File: src/rtl/clk_edge_strobe_pkg.sv
// ---------------------------------------------------------------------------
// clk_edge_strobe_pkg
// Shared types and default parameter values for clk_edge_strobe and its
// input synchroniser.
//   state_t          : lock FSM state (IDLE / ARMED / LOCKED), 2-bit encoding
//   EDGE_CNT_W       : width of the rising-edge counter output
//   *_DEF            : default values for the top-level parameters
// ---------------------------------------------------------------------------
package clk_edge_strobe_pkg;

  typedef enum logic [1:0] {
    IDLE   = 2'd0,
    ARMED  = 2'd1,
    LOCKED = 2'd2
  } state_t;

  localparam int          EDGE_CNT_W      = 8;
  localparam int          CNT_W_DEF       = 16;
  localparam int unsigned TIMEOUT_DEF     = 32'h0000_FFFF;
  localparam int          SYNC_STAGES_DEF = 2;

endpackage

File: src/rtl/clk_edge_strobe_sync.sv
// ---------------------------------------------------------------------------
// bit_sync
// Single-bit synchroniser: STAGES flops in series on clk, async reset to 0.
// Ports:
//   clk  in  1  destination clock
//   rst  in  1  asynchronous active-high reset
//   d    in  1  asynchronous input
//   q    out 1  synchronised output (last flop of the chain)
// ---------------------------------------------------------------------------
module bit_sync #(
  parameter int STAGES = 2
) (
  input  logic clk,
  input  logic rst,
  input  logic d,
  output logic q
);

  logic [STAGES-1:0] chain;

  always_ff @(posedge clk or posedge rst) begin
    if (rst) begin
      chain <= '0;
    end else begin
      chain <= {chain[STAGES-2:0], d};
    end
  end

  assign q = chain[STAGES-1];

endmodule

File: src/rtl/clk_edge_strobe.sv
// ---------------------------------------------------------------------------
// clk_edge_strobe
// Brings the programmable divider's toggling output into the clk domain:
// synchronises it, emits one-cycle rise/fall enable strobes, measures the
// rise-to-rise period in clk cycles and reports lock.
// Optional stall detection is built when STROBE_STALL_DET_EN is defined.
// Ports:
//   clk           in   1           system clock
//   rst           in   1           asynchronous active-high reset
//   in_sig        in   1           divider output, asynchronous to clk
//   rise_stb      out  1           one-cycle pulse per synchronised rise
//   fall_stb      out  1           one-cycle pulse per synchronised fall
//   period        out  CNT_W       clk cycles between last two rises (sat.)
//   period_valid  out  1           period holds a complete measurement
//   edge_cnt      out  EDGE_CNT_W  rising edges since reset, wrapping
//   stalled       out  1           no rise for TIMEOUT cycles (macro only)
// ---------------------------------------------------------------------------
module clk_edge_strobe
  import clk_edge_strobe_pkg::*;
#(
  parameter int          SYNC_STAGES = SYNC_STAGES_DEF,
  parameter int          CNT_W       = CNT_W_DEF,
  parameter int unsigned TIMEOUT     = TIMEOUT_DEF
) (
  input  logic                  clk,
  input  logic                  rst,
  input  logic                  in_sig,
  output logic                  rise_stb,
  output logic                  fall_stb,
  output logic [CNT_W-1:0]      period,
  output logic                  period_valid,
  output logic [EDGE_CNT_W-1:0] edge_cnt,
  output logic                  stalled
);

  if (SYNC_STAGES < 2) begin : g_bad_sync_stages
    $error("clk_edge_strobe: SYNC_STAGES must be at least 2");
  end
  if ((TIMEOUT == 0) || (64'(TIMEOUT) >= (64'd1 << CNT_W))) begin : g_bad_timeout
    $error("clk_edge_strobe: TIMEOUT must lie in 1..2^CNT_W-1");
  end

  logic             s;
  logic             prev;
  logic             rise_det;
  logic             fall_det;
  logic [CNT_W-1:0] cnt;
  state_t           state;
  state_t           state_nxt;
  logic             timeout_hit;
  logic             period_load;
  logic             valid_set;

  // Synchroniser: in_sig -> s
  bit_sync #(
    .STAGES (SYNC_STAGES)
  ) u_sync (
    .clk (clk),
    .rst (rst),
    .d   (in_sig),
    .q   (s)
  );

  // Edge detect on the synchronised level
  assign rise_det = s & ~prev;
  assign fall_det = ~s & prev;

  // Strobes, edge counter and free-running period counter
  always_ff @(posedge clk or posedge rst) begin
    if (rst) begin
      prev     <= 1'b0;
      rise_stb <= 1'b0;
      fall_stb <= 1'b0;
      edge_cnt <= '0;
      cnt      <= '0;
    end else begin
      prev     <= s;
      rise_stb <= rise_det;
      fall_stb <= fall_det;
      if (rise_det) begin
        edge_cnt <= edge_cnt + 1'b1;
      end
      // cnt restarts at 1 so that on the next rise it equals the interval
      if (rise_det) begin
        cnt <= CNT_W'(1);
      end else if (cnt != '1) begin
        cnt <= cnt + 1'b1;
      end
    end
  end

`ifdef STROBE_STALL_DET_EN
  localparam logic [CNT_W-1:0] TIMEOUT_V = CNT_W'(TIMEOUT);

  // A rise in the same cycle as the timeout wins
  assign timeout_hit = (state != IDLE) && !rise_det && (cnt == TIMEOUT_V);

  always_ff @(posedge clk or posedge rst) begin
    if (rst) begin
      stalled <= 1'b0;
    end else if (rise_det) begin
      stalled <= 1'b0;
    end else if (timeout_hit) begin
      stalled <= 1'b1;
    end
  end
`else
  assign timeout_hit = 1'b0;
  assign stalled     = 1'b0;
`endif

  // Lock FSM: state register
  always_ff @(posedge clk or posedge rst) begin
    if (rst) begin
      state <= IDLE;
    end else begin
      state <= state_nxt;
    end
  end

  // Lock FSM: next state (fall detects never matter here)
  always_comb begin
    state_nxt = state;
    unique case (state)
      IDLE:    if (rise_det) state_nxt = ARMED;
      ARMED:   if (rise_det) state_nxt = LOCKED;
               else if (timeout_hit) state_nxt = IDLE;
      LOCKED:  if (timeout_hit) state_nxt = IDLE;
      default: state_nxt = IDLE;
    endcase
  end

  // Lock FSM: output decode; the first rise only arms, later rises measure
  always_comb begin
    period_load = 1'b0;
    valid_set   = 1'b0;
    unique case (state)
      ARMED, LOCKED: begin
        period_load = rise_det;
        valid_set   = rise_det;
      end
      default: begin
        period_load = 1'b0;
        valid_set   = 1'b0;
      end
    endcase
  end

  // Period / valid registers, held between rise events
  always_ff @(posedge clk or posedge rst) begin
    if (rst) begin
      period       <= '0;
      period_valid <= 1'b0;
    end else begin
      if (period_load) begin
        period <= cnt;
      end
      if (timeout_hit) begin
        period_valid <= 1'b0;
      end else if (valid_set) begin
        period_valid <= 1'b1;
      end
    end
  end

endmodule

File: config.mk
export PLATFORM = sky130hd
export DESIGN_NAME = clk_edge_strobe
export DESIGN_NICKNAME = d
export VERILOG_FILES = /design/src/rtl/clk_edge_strobe_pkg.sv /design/src/rtl/clk_edge_strobe_sync.sv /design/src/rtl/clk_edge_strobe.sv
export SDC_FILE = /design/constraint.sdc
export NUM_CORES = 1
export LEC_CHECK = 0
export CAP_MARGIN = 20
export CORE_ASPECT_RATIO = 0.8
export CORE_MARGIN = 2
export CORE_UTILIZATION = 53
export DETAILED_ROUTE_END_ITERATION = 8
export PLACE_DENSITY = 0.78
export SKIP_LAST_GASP = 1
export SYNTH_ARGS = -nofsm -noshare
export SYNTH_HDL_FRONTEND = slang
export SYNTH_HIERARCHICAL = 1
export SYNTH_SLANG_ARGS = --single-unit
File: constraint.sdc
create_clock -name clk -period 2.2 [get_ports clk]
set_input_delay 0.66 -clock clk [delete_from_list [all_inputs] [get_ports clk]]
set_output_delay 0.66 -clock clk [all_outputs]
set_load 0.005 [all_outputs]
==> impl_metrics.tcl <==
set metrics [dict create \
    hold_viol 0 \
    avgSynthCellArea_um2 11.9 \
    yosysSeqAreaShare 0.565 \
    layout.nets 223 \
    synth_edf_count 0 \
    ys_warn_count 6 \
    die_h_um 60.7 \
    fin_total_pwr_mw 2.18 \
    synth_cells 179 \
    portBuffers 29 \
    synthArstFlopShare 1.00 \
    drtIter0Drc 78 \
    synth-compound-area-share 0.0765 \
    min_to "u_sync/chain[1]$_DFF_PP0_" \
    setup_tns_ps 0 \
    core_um2 3830 \
    clkPwrFrac 0.226 \
    grt_pass1_wl_um 7110 \
    path_class "register to register" \
    ios 31 \
    drc 0 \
    startpoint "cnt[0]$_DFFE_PP0P_" \
    grt_usage 0.213 \
    synth_top_family_by_area "simple AND/OR/NAND/NOR gates" \
    cts.repair.resized 0 \
    cts_buffer_depth 2 \
    start_util 0.556 \
    routabilityCongestion 0.790 \
    p_per_area_nw_per_um2 844 \
    num-fill-cells 306 \
    min_period_ps 1970 \
    irDropWorstVdd_v 0.000754 \
    critPathLaunchType "register" \
    placementRows 20 \
    postRouteWirelength_um 4090 \
    ys_ff_latch 48 \
    finClkSkew_ps 10.9 \
    die-area_um2 4540 \
    min_from "u_sync/chain[0]$_DFF_PP0_" \
    grt_remaining_overflow 0 \
    clkSinkCount 48 \
    multi_input_area_um2 883 \
    switching_share 0.297 \
    r2r_slack_ps 230 \
    p_sw_mw 0.647 \
    synth-simple-area-share 0.182 \
    syn_area_um2 2130 \
    seqCellArea_um2 1200 \
    worst_setup_path_end_kind "register" \
    worstHoldPathType "register to register" \
    wire_per_inst_um 15.1 \
    rsz0062_at_grt "no" \
    seqPwrFrac 0.532 \
    r2r_end "cnt[1]$_DFFE_PP0P_" \
    worstSkewPairLatency_ps 300 \
    critical_path_required_ps 2380 \
    synth_mux_area_frac 0.0941 \
    routed_via_density 5.52 \
    diodes 0 \
    cts_tree "done" \
    cts-root-buf "clkbuf_8" \
    critPathArrivalTime_ps 2150 \
    status "complete, no violations" \
    drive_above_1_share 0.181 \
    min_period_over_period 0.895 \
    ant_nets 0 \
    grt_pass1_vias 1487 \
    leakage_nw 1.17 \
    cap_violations 0 \
    vias 1497 \
    syn-num-nets 186 \
    worst_slew_pin_slew_ps 499 \
    pwr-share-comb 0.242 \
    p_int_mw 1.54 \
    synth_cell_types 39 \
    synthAdderAreaFrac 0.0235 \
    post_cts_buffers 0 \
    die_w_um 74.8 \
    antenna_found_initial 0 \
    dp_hpwl_um 2900 \
    final-max-slew-violation-count 0 \
    synth_xor_area_frac 0.0371 \
    whs_path_depth 0 \
    yosysTopAreaCell "dfrtp_1" \
    synth_top_area_frac 0.565 \
    report.final.setup_viol 0 \
    cp_max_fo 9 \
    first_pass_iters 4 \
    clk_transition_reported_paths_ps 80 \
    grt_max_degree 24 \
    synthTopCellsByArea "dfrtp_1 56%, mux2_2 8.5%, nand2_1 3.7%" \
    fmax_mhz 508 \
    rr_worst_depth 5 \
    regToRegStartpoint "cnt[0]$_DFFE_PP0P_" \
    htree_levels 2 \
    numCtsBuffers 5 \
    syn_to_final_growth_pct 21.5 \
    relSlewSlack 0.664 \
    yosys_most_used_dff "dfrtp_1" \
    hold_buffers 0 \
]
-- power by group through the flow --
stage          clock network (mW)  registers, mW  logic [mW]
6_report                    0.492           1.16       0.529
5_1_grt                     0.540           1.18       0.601
4_1_cts                     0.497           1.16       0.539
3_5_place_dp                    0           1.18       0.534
3_3_place_gp                    0           1.16       0.508
2_1_floorplan                   0           1.15       0.276
-- sequential cells by signal, summed over array words and instances, names as in the netlist, 2 cells and up --
register,count
cnt,16
edge_cnt,8
period,16
state,2
u_sync/chain,2
-- area by class of cell --
cell class	count	share of cell area
flip-flops and latches	48	0.465
multi-input cells	121	0.342
repair buffers	35	0.130
clock buffers	6	0.0281
well taps	55	0.0266
inverters	5	0.00726
clock inverters	1	0.00194
-- critical path, stage by stage (launching register included) --
cell and delay, ps:
dfrtp_1 490, ha_1 290, nand4_1 320, nor4_4 460, mux2i_1 240, nor2_1 50
-- cells by family (layout without fill, tap and decap cells) --
group	after synthesis	after routing
AND/OR/NAND/NOR	65	65
flip-flops	48	48
AO/OA/AOI/OAI	24	24
multiplexers	18	18
buffers and inverters	10	47
XOR/XNOR	9	9
adder cells (fa/ha/maj)	4	4
other	1	1
-- stage by stage --
stage          worst slack, ps  area (um^2)  cells  utilization  hold WS (ps)
2_1_floorplan              422         2130    179            -           331
3_3_place_gp               364         2510    264        0.655           342
4_1_cts                    215         2580    271        0.675           367
6_report                   231         2580    271        0.675           369
5_1_grt                   42.8         2580    271        0.675           396
3_5_place_dp               274         2510    264        0.655           336
-- worst max-delay path by stage --
stage / end / slack [ps] / cells past startpoint
floorplan: cnt[6]$_DFFE_PP0P_ / 420 / 5
global placement: cnt[6]$_DFFE_PP0P_ / 360 / 5
detailed placement: cnt[1]$_DFFE_PP0P_ / 270 / 5
CTS: cnt[2]$_DFFE_PP0P_ / 210 / 5
global route: cnt[3]$_DFFE_PP0P_ / 40 / 5
finish: cnt[1]$_DFFE_PP0P_ / 230 / 5
-- Yosys cell counts, drive strengths merged, types with 2 or more instances --
| cell type | count |
|---|---|
| a21oi | 8 |
| nand2 | 21 |
| nand3 | 8 |
| nor2 | 7 |
| nand2b | 3 |
| inv | 5 |
| o211ai | 2 |
| ha | 4 |
| dfrtp | 48 |
| o41ai | 3 |
| nand4 | 4 |
| or3 | 4 |
| nor4 | 2 |
| o31ai | 2 |
| xnor2 | 4 |
| clkbuf | 3 |
| or4 | 5 |
| mux2i | 2 |
| o21ai | 7 |
| nor3 | 5 |
| xor2 | 5 |
| and3 | 4 |
| mux2 | 16 |
| buf | 2 |
-- per-layer routing --
metal  routed length, um  part of all wire  global-route usage
met1                1920              0.47               0.298
met2                1960              0.48               0.327
met3                 144             0.035              0.0498
met4                  69             0.017              0.0816
met5                   0                 0                   0
-- placed cells by master, fill, tap and decap left out, types with 2 or more instances in the layout --
cell type        netlist  final
a21oi_1                8      8
and3_1                 2      2
buf_4                  1      6
clkbuf_8               0      5
clkdlybuf4s50_1        0     29
dfrtp_1               48     48
ha_1                   4      4
inv_1                  5      4
mux2_2                16     16
mux2i_1                2      2
nand2_1               21     21
nand2b_1               3      3
nand3_1                7      7
nand4_1                2      2
nor2_1                 7      7
nor3_1                 5      5
o211ai_1               2      2
o21ai_0                7      7
o31ai_1                2      2
o41ai_1                2      2
or3_1                  2      2
or3_2                  2      2
or4_1                  4      4
xnor2_1                4      4
xor2_1                 5      5
Power figures use the tool's default switching activity.
==> variant (config.mk and constraints unchanged) <==
The option `STROBE_STALL_DET_EN` is turned on by a define.
--- a/src/rtl/clk_edge_strobe.sv
+++ b/src/rtl/clk_edge_strobe.sv
@@ -15,6 +15,8 @@
 //   edge_cnt      out  EDGE_CNT_W  rising edges since reset, wrapping
 //   stalled       out  1           no rise for TIMEOUT cycles (macro only)
 // ---------------------------------------------------------------------------
+`define STROBE_STALL_DET_EN
+
 module clk_edge_strobe
   import clk_edge_strobe_pkg::*;
 #(
Function: same outputs for any inputs over 10 cycles, from zero or initial values and one cycle with rst high; that may be too few to reach the edited logic, so the function may still have changed.
==> variant against the original RTL <==
- sequential cell count is 1 higher
- routed wire length is 12% higher
- utilization is 1.3 points higher
- power is 5.1% higher
- sequential share of layout area is 0.54 points lower
- highest routed layer unchanged
- area after synthesis is 2.4% higher
- cell area is 3.3% higher
- setup slack better by 0.018 ns
- largest power group unchanged
- sequential power is 3% higher
- critical path type unchanged
==> variant: results (changes against the original RTL) <==
| Metric | Value |
|---|---|
| Vias per cell | 5.819 (+5.3%) |
| Seq/Total Area, Yosys | 0.5632 (-0.001487) |
| Dpl hpwl | 3221 µm (+11%) |
| Leakage | 1.169 nW (-0.34%) |
| Share of cells above drive strength 1 | 0.1336 (-0.04693) |
| Placed Cells | 280 (+6.1%) |
| 1st-iter DRT viols | 154 (+97%) |
| Ranking of synthesized cells by area | dfrtp_1, mux2_2, nand2_1, ha_1, a21oi_1 |
| DP Area | 2577 µm² (+2.8%) |
| Commonest cells in the netlist | dfrtp_1, nand2_1, mux2_2, a21oi_1, nand3_1 |
| Status | finished clean |
| Syn_nets | 204 (+9.7%) |
| Vias in the first global route | 1646 (+11%) |
| Syn_area_per_cell | 11.16 µm² (-6.0%) |
| Nets | 241 (+8.1%) |
| Routed WL | 4597 µm (+12%) |
| PortBufs | 30 (+3.4%) |
| Peak supply drop | 637.6 µV (-15%) |
| Final Non-Filler Cells | 287 (+5.9%) |
| GR Util All Layers | 0.2325 (+0.01952) |
| Largest net degree at the start of global routing | 48 (+100%) |
| Clock Path Buffers | 2 (unchanged) |
| First-pass GRT wire length | 7776 µm (+9.3%) |
| Arr. time, crit path | 2.13 ns (-0.02 ns) |
| Number of distinct library cells after synthesis | 35 (-10%) |
| Worst Max-Slew Pin Slew | 0.5492 ns (+0.05053 ns) |
| Top fanout value on the critical path | 8 (-1) |
| Skew final | 0.003672 ns (-0.007276 ns) |
| Global placement routability congestion | 0.9711 (+23%) |
## variant: kinds of logic (layout without fill, tap and decap cells)
| logic type | after synthesis | after routing | synth area share |
|---|---|---|---|
| AND/OR/NAND/NOR | 68 | 68 | 0.1661 |
| flip-flops | 49 | 49 | 0.5632 |
| AO/OA/AOI/OAI | 35 | 35 | 0.09770 |
| multiplexers | 16 | 16 | 0.08218 |
| buffers and inverters | 13 | 50 | 0.02414 |
| XOR/XNOR | 8 | 8 | 0.03219 |
| adder cells (fa/ha/maj) | 6 | 6 | 0.03448 |
## variant: metal layers
layer	global-route usage	vias up	part of all wire
met4	0.1103	0	0.013
met1	0.2960	828	0.44
met3	0.05728	7	0.053
met5	0	-	0
met2	0.3789	59	0.50
li1	-	776	-
## variant: area by class of cell
class	instances	area, µm²
timing repair buffer	36	357.8
fill	275	1209
sequential	49	1226
tap	55	68.82
clock buffer	7	86.33
inverter	7	26.28
multi-input combinational	133	904.6
## variant: path summary, 6_finish.rpt
path | endpoint | cells after the start | startpoint | slack [ns]
worst max register to register | state[1] | 5 | cnt[1] | 0.25
worst min-delay path | u_sync/chain[1] | 0 | u_sync/chain[0] | 0.37
max in group asynchronous | cnt[10] | 3 | rst | 1.26
worst max-delay path | state[1] | 5 | cnt[1] | 0.25
worst min register to register | u_sync/chain[1] | 0 | u_sync/chain[0] | 0.37
min in group asynchronous | u_sync/chain[0] | 2 | rst | 0.54
## variant: power by group
| group | switching (W) | total, W | leakage [nW] | internal [W] |
|---|---|---|---|---|
| registers | 0.000159 | 0.00120 | 0.647 | 0.00104 |
| logic | 0.000252 | 0.000577 | 0.477 | 0.000325 |
| clock network | 0.000270 | 0.000519 | 0.0443 | 0.000250 |
## variant: what timing repair did
item | 4_1_cts | 5_1_grt
setup buffers | 0 | 0
endpoints found under the setup margin | 0 | 2
gates resized for setup | 0 | 1
endpoints found under the hold margin | 0 | 0
## variant: worst max-delay path: stages, from the launching register on
cell and delay, ns:
dfrtp_1 0.44, ha_1 0.24, nand3_1 0.13, or4_1 0.67, nor2_1 0.23, o211ai_1 0.12
## variant: per-stage QoR
stage | hold WS [ns] | worst slack [ns]
after floorplan | 0.3312 | 0.4239
final | 0.3701 | 0.2481
after global placement | 0.3403 | 0.4095
after detailed placement | 0.3417 | 0.3040
after CTS | 0.3735 | 0.2628
after global routing | 0.3826 | 0.06851
